[config.mk]
export PLATFORM = sky130hd
export DESIGN_NAME = param_serializer
export DESIGN_NICKNAME = d
export VERILOG_FILES = /design/src/rtl/param_serializer.sv
export SDC_FILE = /design/constraint.sdc
export NUM_CORES = 1
export LEC_CHECK = 0
export CAP_MARGIN = 20
export CORE_ASPECT_RATIO = 1.5
export CORE_UTILIZATION = 45
export DETAILED_ROUTE_END_ITERATION = 8
export HOLD_SLACK_MARGIN = 0.02
export PLACE_DENSITY = 0.74
export SYNTH_ARGS = -nofsm -noshare
export SYNTH_HDL_FRONTEND = slang
export SYNTH_SLANG_ARGS = --single-unit
[constraint.sdc]
create_clock -name CLK -period 9.7 [get_ports CLK]
set_clock_uncertainty 0.2 [all_clocks]
set_input_delay 1.94 -clock CLK [delete_from_list [all_inputs] [get_ports CLK]]
set_output_delay 1.94 -clock CLK [all_outputs]
set_load 0.005 [all_outputs]
[src/rtl/param_serializer.sv]
// Frame serializer: captures NUM_WORDS x WORD_WIDTH words on a valid/ready handshake and shifts them out one bit per clock.
// Optional macro SER_PARITY_EN appends an even-parity cycle after every word.
module param_serializer #(
    parameter int NUM_WORDS  = 8,
    parameter int WORD_WIDTH = 32,
    localparam int CW = $clog2(WORD_WIDTH),
    localparam int WC = (NUM_WORDS > 1) ? $clog2(NUM_WORDS) : 1
) (
    input  logic                            CLK,
    input  logic                            RESET,
    input  logic                            LOAD_VALID,
    output logic                            LOAD_READY,
    input  logic [NUM_WORDS*WORD_WIDTH-1:0] PAR_IN,
    input  logic                            MSB_FIRST,
    output logic                            SERIAL_OUT,
    output logic                            SERIAL_VALID,
    output logic                            WORD_DONE,
    output logic                            COMPLETE,
    output logic [CW-1:0]                   BIT_COUNT,
    output logic [WC-1:0]                   WORD_COUNT
);

    localparam logic [CW-1:0] BIT_LAST  = CW'(WORD_WIDTH - 1);
    localparam logic [WC-1:0] WORD_LAST = WC'(NUM_WORDS - 1);

    typedef enum logic [1:0] {
        IDLE,
        SHIFT
`ifdef SER_PARITY_EN
        , PARITY
`endif
    } state_t;

    state_t                state_q, state_d;
    logic [WORD_WIDTH-1:0] frame_q [NUM_WORDS];
    logic                  msb_q, msb_d;
    logic [CW-1:0]         bit_q, bit_d;
    logic [WC-1:0]         word_q, word_d;
    logic                  out_q, out_d;
    logic                  vld_q, vld_d;
    logic                  wdone_q, wdone_d;
    logic                  cmpl_q, cmpl_d;
    logic                  load, adv_word, frame_end;
    logic [WORD_WIDTH-1:0] src_word;

    function automatic logic pick_bit(input logic [WORD_WIDTH-1:0] w, input logic msb,
                                      input logic [CW-1:0] idx);
        return msb ? w[BIT_LAST - idx] : w[idx];
    endfunction

    // The final bit of a frame is the only busy cycle that can accept the next frame.
    assign LOAD_READY   = (state_q == IDLE) || cmpl_q;
    assign SERIAL_OUT   = out_q;
    assign SERIAL_VALID = vld_q;
    assign WORD_DONE    = wdone_q;
    assign COMPLETE     = cmpl_q;
    assign BIT_COUNT    = bit_q;
    assign WORD_COUNT   = word_q;

    always_comb begin
        state_d   = state_q;
        msb_d     = msb_q;
        bit_d     = bit_q;
        word_d    = word_q;
        out_d     = 1'b0;
        vld_d     = 1'b0;
        wdone_d   = 1'b0;
        cmpl_d    = 1'b0;
        load      = 1'b0;
        adv_word  = 1'b0;
        frame_end = 1'b0;

        case (state_q)
            IDLE: frame_end = 1'b1;
            SHIFT: begin
                if (bit_q != BIT_LAST) bit_d = bit_q + CW'(1);
`ifdef SER_PARITY_EN
                else state_d = PARITY;
`else
                else if (word_q == WORD_LAST) frame_end = 1'b1;
                else adv_word = 1'b1;
`endif
            end
`ifdef SER_PARITY_EN
            PARITY: begin
                if (word_q == WORD_LAST) frame_end = 1'b1;
                else adv_word = 1'b1;
            end
`endif
            default: state_d = IDLE;
        endcase

        if (adv_word) begin
            state_d = SHIFT;
            word_d  = word_q + WC'(1);
            bit_d   = '0;
        end
        if (frame_end) begin
            word_d = '0;
            bit_d  = '0;
            if (LOAD_VALID) begin
                load    = 1'b1;
                msb_d   = MSB_FIRST;
                state_d = SHIFT;
            end else begin
                state_d = IDLE;
            end
        end

        // On a load the shadow register is not yet written, so bit 0 comes straight from PAR_IN.
        src_word = load ? PAR_IN[WORD_WIDTH-1:0] : frame_q[word_d];
        if (state_d == SHIFT) begin
            vld_d = 1'b1;
            out_d = pick_bit(src_word, msb_d, bit_d);
`ifndef SER_PARITY_EN
            wdone_d = (bit_d == BIT_LAST);
            cmpl_d  = wdone_d && (word_d == WORD_LAST);
`endif
        end
`ifdef SER_PARITY_EN
        else if (state_d == PARITY) begin
            vld_d   = 1'b1;
            out_d   = ^frame_q[word_d];
            wdone_d = 1'b1;
            cmpl_d  = (word_d == WORD_LAST);
        end
`endif
    end

    always_ff @(posedge CLK or posedge RESET) begin
        if (RESET) begin
            state_q <= IDLE;
            msb_q   <= 1'b0;
            bit_q   <= '0;
            word_q  <= '0;
            out_q   <= 1'b0;
            vld_q   <= 1'b0;
            wdone_q <= 1'b0;
            cmpl_q  <= 1'b0;
        end else begin
            state_q <= state_d;
            msb_q   <= msb_d;
            bit_q   <= bit_d;
            word_q  <= word_d;
            out_q   <= out_d;
            vld_q   <= vld_d;
            wdone_q <= wdone_d;
            cmpl_q  <= cmpl_d;
        end
    end

    // Shadow data needs no reset: it is only read after a fresh capture.
    always_ff @(posedge CLK) begin
        if (load) begin
            for (int i = 0; i < NUM_WORDS; i++) begin
                frame_q[i] <= PAR_IN[i*WORD_WIDTH +: WORD_WIDTH];
            end
        end
    end

endmodule

==> results of run 1 <==
[logic make-up after synthesis]
family | synth area share
AND/OR/NAND/NOR | 0.0719
other | 0.000328
adder cells (fa/ha/maj) | 0.00329
buffers and inverters | 0.0317
multiplexers | 0.0681
flip-flops | 0.706
AO/OA/AOI/OAI | 0.119
[final cells by class]
| type | instances | share of cell area |
|---|---|---|
| timing repair buffer | 278 | 0.184 |
| inverter | 13 | 0.00430 |
| tap | 328 | 0.0271 |
| multi-input combinational | 438 | 0.198 |
| sequential | 271 | 0.533 |
| clock inverter | 14 | 0.00952 |
| clock buffer | 29 | 0.0424 |
| antenna | 5 | 0.000828 |
[state kept, by name, summed over array words and instances (netlist names), 2 cells and up]
register    count
state_q         2
BIT_COUNT       5
frame_q       256
WORD_COUNT      3
[worst reg2reg max path: stages (launching register included)]
cell and delay (ns):
dfrtp_1 0.52, ha_1 0.36, nand4_1 0.27, mux2_2 0.32, and2_4 0.47, clkinv_2 0.69, nor2_2 1.02, a32o_1 0.29
a221oi_1 0.13, a22oi_1 0.24, nor3_1 0.08, o32ai_1 0.36, o311ai_1 0.16
[layout by cell type (no fill, tap or decap), types with 4 or more instances in the layout]
master	netlist	routed
clkdlybuf4s50_1	0	272
edfxtp_1	256	256
nand2_1	105	105
mux2i_1	71	71
a21oi_1	39	39
clkbuf_16	0	25
nor2_1	20	20
nand3_1	17	17
dfrtp_1	15	15
o21ai_0	15	15
a32o_1	15	15
a221o_1	12	12
a221oi_1	11	11
o22ai_1	11	11
inv_1	10	9
a211oi_1	7	7
mux2_2	6	6
nor3_1	6	6
a32oi_1	6	6
clkinv_1	0	6
diode_2	0	5
o22a_1	5	5
o221ai_1	5	5
nor4_1	5	5
buf_4	5	5
and3_1	4	4
nor2b_1	4	4
clkinv_2	2	4
a22o_1	4	4
a221oi_2	4	4
o2111ai_1	4	4
clkbuf_1	15	4
[metrics by stage]
step / hold WS [ns] / cells / power, mW
3_5_place_dp: 0.303 / 1327 / 1.58
3_3_place_gp: 0.298 / 1327 / 1.58
6_report: 0.313 / 1376 / 2.52
2_1_floorplan: 0.281 / 768 / 1.44
4_1_cts: 0.317 / 1370 / 2.53
5_1_grt: 0.335 / 1376 / 2.59
[how the worst min path moves through the flow]
stage	from	end	slack, ns
finish	msb_q$_DFF_PP0_	msb_q$_DFF_PP0_	0.31
global route	msb_q$_DFF_PP0_	msb_q$_DFF_PP0_	0.34
CTS	msb_q$_DFF_PP0_	msb_q$_DFF_PP0_	0.32
detailed placement	msb_q$_DFF_PP0_	msb_q$_DFF_PP0_	0.30
global placement	msb_q$_DFF_PP0_	msb_q$_DFF_PP0_	0.30
floorplan	msb_q$_DFF_PP0_	msb_q$_DFF_PP0_	0.28
[layer usage]
| metal | GRT usage | up-vias | part of all wire |
|---|---|---|---|
| met5 | 0 | - | 0 |
| met4 | 0.107 | 0 | 0.040 |
| met3 | 0.0298 | 77 | 0.060 |
| met2 | 0.448 | 343 | 0.55 |
| met1 | 0.260 | 3759 | 0.35 |
| li1 | - | 3557 | - |
[where the power goes]
group	switching [mW]	total [mW]	internal [mW]
logic	0.0858	0.209	0.124
registers	0.0152	1.35	1.33
clock network	0.410	0.959	0.550
total	0.511	2.52	2.01
==> flow_metrics.env, run 1 <==
export IMPL_outcome="finished, final reports clean"
export IMPL_synth_main_ff_cell="edfxtp_1"
export IMPL_rsz0062_at_grt="no"
export IMPL_finalHoldViolations=0
export IMPL_reg2reg_to="SERIAL_OUT$_DFF_PP0_"
export IMPL_htreeDepth=1
export IMPL_timing_rr_start="BIT_COUNT[0]$_DFF_PP0_"
export IMPL_preCtsSetupSlack_ns=3.72
export IMPL_numCtsBuffers=25
export IMPL_slew_limit_headroom=0.320
export IMPL_synth_top_area_frac=0.673
export IMPL_multi_input_area_sq_um=3000
export IMPL_nFillCells=1895
export IMPL_worst_pin_slew_ns=1.01
export IMPL_insertion_delay_ns=0.52
export IMPL_crit_family="buffers and inverters"
export IMPL_yosysTopAreaCell="edfxtp_1"
export IMPL_syn2layout_area_growth_pct=32.4
export IMPL_grt_pass1_wl_um=45700
export IMPL_tns_ns=0
export IMPL_drive_gt1_frac=0.0623
export IMPL_io_pins=273
export IMPL_worstRegToRegCells=12
export IMPL_yosys_cell_count_top_type="edfxtp_1"
export IMPL_vias_per_cell=5.62
export IMPL_cp_data_required_time_ns=9.88
export IMPL_die_height_um=197
export IMPL_synth_edff_count=256
export IMPL_first_global_vias=7967
export IMPL_nets=1290
export IMPL_ff_latch_area_sq_um=8060
export IMPL_fin_crit_sh=0.564
export IMPL_finalSetupViolCount=0
export IMPL_ctsLongestPathBuffers=3
export IMPL_antenna_found_initial=5
export IMPL_critPathMaxFanout=122
export IMPL_post_cts_setup_buffers=0
export IMPL_clkSlewWorstSetupHoldPaths_ns=0.07
export IMPL_coreArea_sq_um=25000
export IMPL_synth_commonest_cells="edfxtp_1 (256), nand2_1 (105), mux2i_1 (71)"
export IMPL_yosysWarnings=0
export IMPL_crit_buf_inv=4
export IMPL_first_pass_iters=5
export IMPL_num_vias=7736
export IMPL_design_area_sq_um=15100
export IMPL_hpwl_um=21800
export IMPL_synth_cells=768
export IMPL_overflow=0
export IMPL_cts_root_buf="clkbuf_16"
export IMPL_postRouteAntennaNets=0
export IMPL_portBuffers=272
export IMPL_final_core_util=0.606
export IMPL_max_vdd_ir_drop_mv=0.138
export IMPL_yosys_top_cells_area="edfxtp_1 (67%), mux2i_1 (6.2%), nand2_1 (3.5%)"
export IMPL_cpMaxStageDelayCell="buf_4"
export IMPL_whs_path_depth=1
export IMPL_reg2reg_slack_ns=4.46
export IMPL_cp_startpoint="LOAD_VALID"
export IMPL_place_area_sq_um=14300
export IMPL_async_flop_share=0.0554
export IMPL_ys_ff_latch=271
export IMPL_drt_iter0_markers=611
export IMPL_maxSlewViolCount=0
export IMPL_powerDensity_nw_per_um2=167
export IMPL_drc=0
export IMPL_cts_sinks=271
export IMPL_wl_per_cell_um=22.6
export IMPL_cts_tree="yes"
export IMPL_total_leakage_power_nw=4.98
export IMPL_avgSynthCellArea_sq_um=14.9
export IMPL_cp_arrival_ns=5.65
export IMPL_crit_end="SERIAL_OUT$_DFF_PP0_"
export IMPL_grt_max_degree=123
export IMPL_hold_buffers=0
export IMPL_die_x_um=132
export IMPL_ys_seq_area_frac=0.706
export IMPL_ctsResizeCount=0
export IMPL_syn_num_nets=1031
export IMPL_fin_crit_ns=5.47
export IMPL_setup_ws_ns=4.23
export IMPL_crit_chain="clkdlybuf4s50_1, inv_1, or3_1, inv_8, buf_4, nor2_1, a22oi_1, nor3_1, o32ai_1, o311ai_1"
export IMPL_holdCritPathClass="flip-flop to flip-flop"
export IMPL_dieArea_sq_um=26000
export IMPL_yosys_cell_types_count=70
export IMPL_row_count=71
export IMPL_max_freq_mhz=183
export IMPL_gr_usage_all_layers=0.236
export IMPL_max_stage_delay_ns=0.75
export IMPL_initial_utilization=0.458
export IMPL_cp_num_cells=10
export IMPL_worstSetupPathType="input port to flip-flop"
export IMPL_gp_congestion=0.914
export IMPL_wl_um=31100
export IMPL_syn_area_sq_um=11400
export IMPL_drv_cap=0
export IMPL_crit_path_end_kind="flip-flop"
export IMPL_start_kind="input port"
No activity file was read; power rests on OpenSTA's default activity.
==> run 2: changes to the inputs <==
clock period = 4.6 ns   (was 9.7 ns; I/O delays follow)
==> run 2 against run 1 <==
  * Worst hold slack improved by 0.0038 ns
  * Largest cell class unchanged
  * Global-route usage rose by 0.58 points
  * Clock-buffer cell count did not move
==> flow_metrics.env, run 2 (synthesis results as in run 1) <==
export IMPL_setup_ws_ns=0.368
export IMPL_hp_start="msb_q$_DFF_PP0_"
export IMPL_portBuffers=272
export IMPL_drv_cap=0
export IMPL_largest_reg_flops=256
export IMPL_timing_rr_start="BIT_COUNT[0]$_DFF_PP0_"
export IMPL_crit_top_cell="a221oi_1"
export IMPL_first_global_vias=7983
export IMPL_worstSetupPathType="flip-flop to flip-flop"
export IMPL_cp_startpoint="BIT_COUNT[0]$_DFF_PP0_"
export IMPL_powerDensity_nw_per_um2=361
export IMPL_clkSlewWorstSetupHoldPaths_ns=0.06
export IMPL_crit_buf_inv=2
export IMPL_cp_data_required_time_ns=4.83
export IMPL_wl_per_cell_um=23.0
export IMPL_max_vdd_ir_drop_mv=0.422
export IMPL_fin_crit_ns=4.23
export IMPL_gp_congestion=0.916
export IMPL_outcome="finished, final reports clean"
export IMPL_hold_buffers=0
export IMPL_num_vias=7837
export IMPL_grt_max_degree=91
export IMPL_slew_limit_headroom=0.401
export IMPL_post_cts_setup_buffers=0
export IMPL_max_freq_mhz=236
export IMPL_htreeDepth=1
export IMPL_numCtsBuffers=26
export IMPL_max_stage_delay_ns=0.65
export IMPL_die_height_um=197
export IMPL_hpwl_um=23300
export IMPL_die_x_um=132
export IMPL_overflow=0
export IMPL_holdCritPathClass="flip-flop to flip-flop"
export IMPL_io_pins=273
export IMPL_cts_tree="yes"
export IMPL_vias_per_cell=5.60
export IMPL_total_leakage_power_nw=5.15
export IMPL_globalRouteMet1Util=0.263
export IMPL_total_power_mw=5.57
export IMPL_grt_pass1_wl_um=46400
export IMPL_cts_sinks=271
export IMPL_maxSlewViolCount=0
export IMPL_critPathMaxFanout=27
export IMPL_antenna_found_initial=6
export IMPL_nFillCells=1878
export IMPL_preCtsSetupSlack_ns=0.408
export IMPL_insertion_delay_ns=0.54
export IMPL_start_kind="flip-flop"
export IMPL_drive_gt1_frac=0.0872
export IMPL_cts_root_buf="clkbuf_16"
export IMPL_ctsResizeCount=0
export IMPL_mostFrequentLayoutCells="clkdlybuf4s50_1 (272), edfxtp_1 (256), nand2_1 (105), mux2i_1 (71), a21oi_1 (39)"
export IMPL_dieArea_sq_um=26000
export IMPL_drc=0
export IMPL_syn2layout_area_growth_pct=35.3
export IMPL_coreArea_sq_um=25000
export IMPL_drt_iter0_markers=627
export IMPL_finalSetupViolCount=0
export IMPL_nets=1309
export IMPL_first_pass_iters=5
export IMPL_gr_usage_all_layers=0.242
export IMPL_grt_most_used_layer="met2"
export IMPL_ctsLongestPathBuffers=3
export IMPL_wl_um=32100
export IMPL_use_met3=0.0387
export IMPL_cp_arrival_ns=4.47
export IMPL_layout_commonest_cell="clkdlybuf4s50_1"
export IMPL_initial_utilization=0.458
export IMPL_crit_chain="ha_1, and4_1, nand4b_1, and2_4, inv_4, buf_4, nand2_1, a32o_1, a221oi_1, a221oi_1, a2111oi_0, o32ai_1, o311ai_1"
export IMPL_tns_ns=0
export IMPL_postRouteAntennaNets=0
export IMPL_top_register="frame_q"
export IMPL_fin_crit_sh=0.920
export IMPL_rsz0062_at_grt="no"
export IMPL_crit_path_end_kind="flip-flop"
export IMPL_hold_slack_ns=0.317
export IMPL_use_met2=0.450
export IMPL_row_count=71
export IMPL_worst_pin_slew_ns=0.898
export IMPL_finalHoldViolations=0
export IMPL_cpMaxStageDelayCell="a2111oi_0"
export IMPL_crit_family="compound AO/OA/AOI/OAI gates"
[run 2: final cells by class]
class | count | area [sq um] | area share
antenna | 6 | 15.0 | 0.000972
sequential | 271 | 8060 | 0.522
tap | 328 | 410 | 0.0266
clock inverter | 19 | 231 | 0.0150
inverter | 13 | 65.1 | 0.00421
timing repair buffer | 296 | 2990 | 0.193
multi-input combinational | 438 | 3000 | 0.194
clock buffer | 29 | 683 | 0.0442
[run 2: where the power goes]
| part | internal [mW] | total (mW) | switching, mW | leakage, nW |
|---|---|---|---|---|
| registers | 2.81 | 2.85 | 0.0327 | 2.57 |
| clock network | 1.35 | 2.27 | 0.920 | 0.443 |
| logic | 0.263 | 0.452 | 0.188 | 2.14 |
| total | 4.43 | 5.57 | 1.14 | 5.15 |
[run 2: path summary, 6_finish.rpt]
| kind | cells past startpoint | slack, ns | end |
|---|---|---|---|
| worst max-delay path | 13 | 0.37 | SERIAL_OUT$_DFF_PP0_ |
| worst min-delay path | 1 | 0.32 | msb_q$_DFF_PP0_ |
| worst max register to register | 13 | 0.37 | SERIAL_OUT$_DFF_PP0_ |
| worst min register to register | 1 | 0.32 | msb_q$_DFF_PP0_ |
| max in group asynchronous | 2 | 3.23 | SERIAL_OUT$_DFF_PP0_ |
| min in group asynchronous | 2 | 0.57 | WORD_COUNT[0]$_DFF_PP0_ |
[run 2: metrics by stage]
step / utilization / cells / cell area [sq um]
after detailed placement: 0.581 / 1345 / 14500
after floorplan: - / 768 / 11400
after global routing: 0.619 / 1400 / 15400
final: 0.619 / 1400 / 15400
after global placement: 0.581 / 1345 / 14500
after CTS: 0.617 / 1393 / 15400
[run 2: routing by layer]
metal	routed length, um	vias up
li1	-	3601
met4	1230	0
met1	11400	3811
met3	1920	74
met2	17600	351
met5	0	-
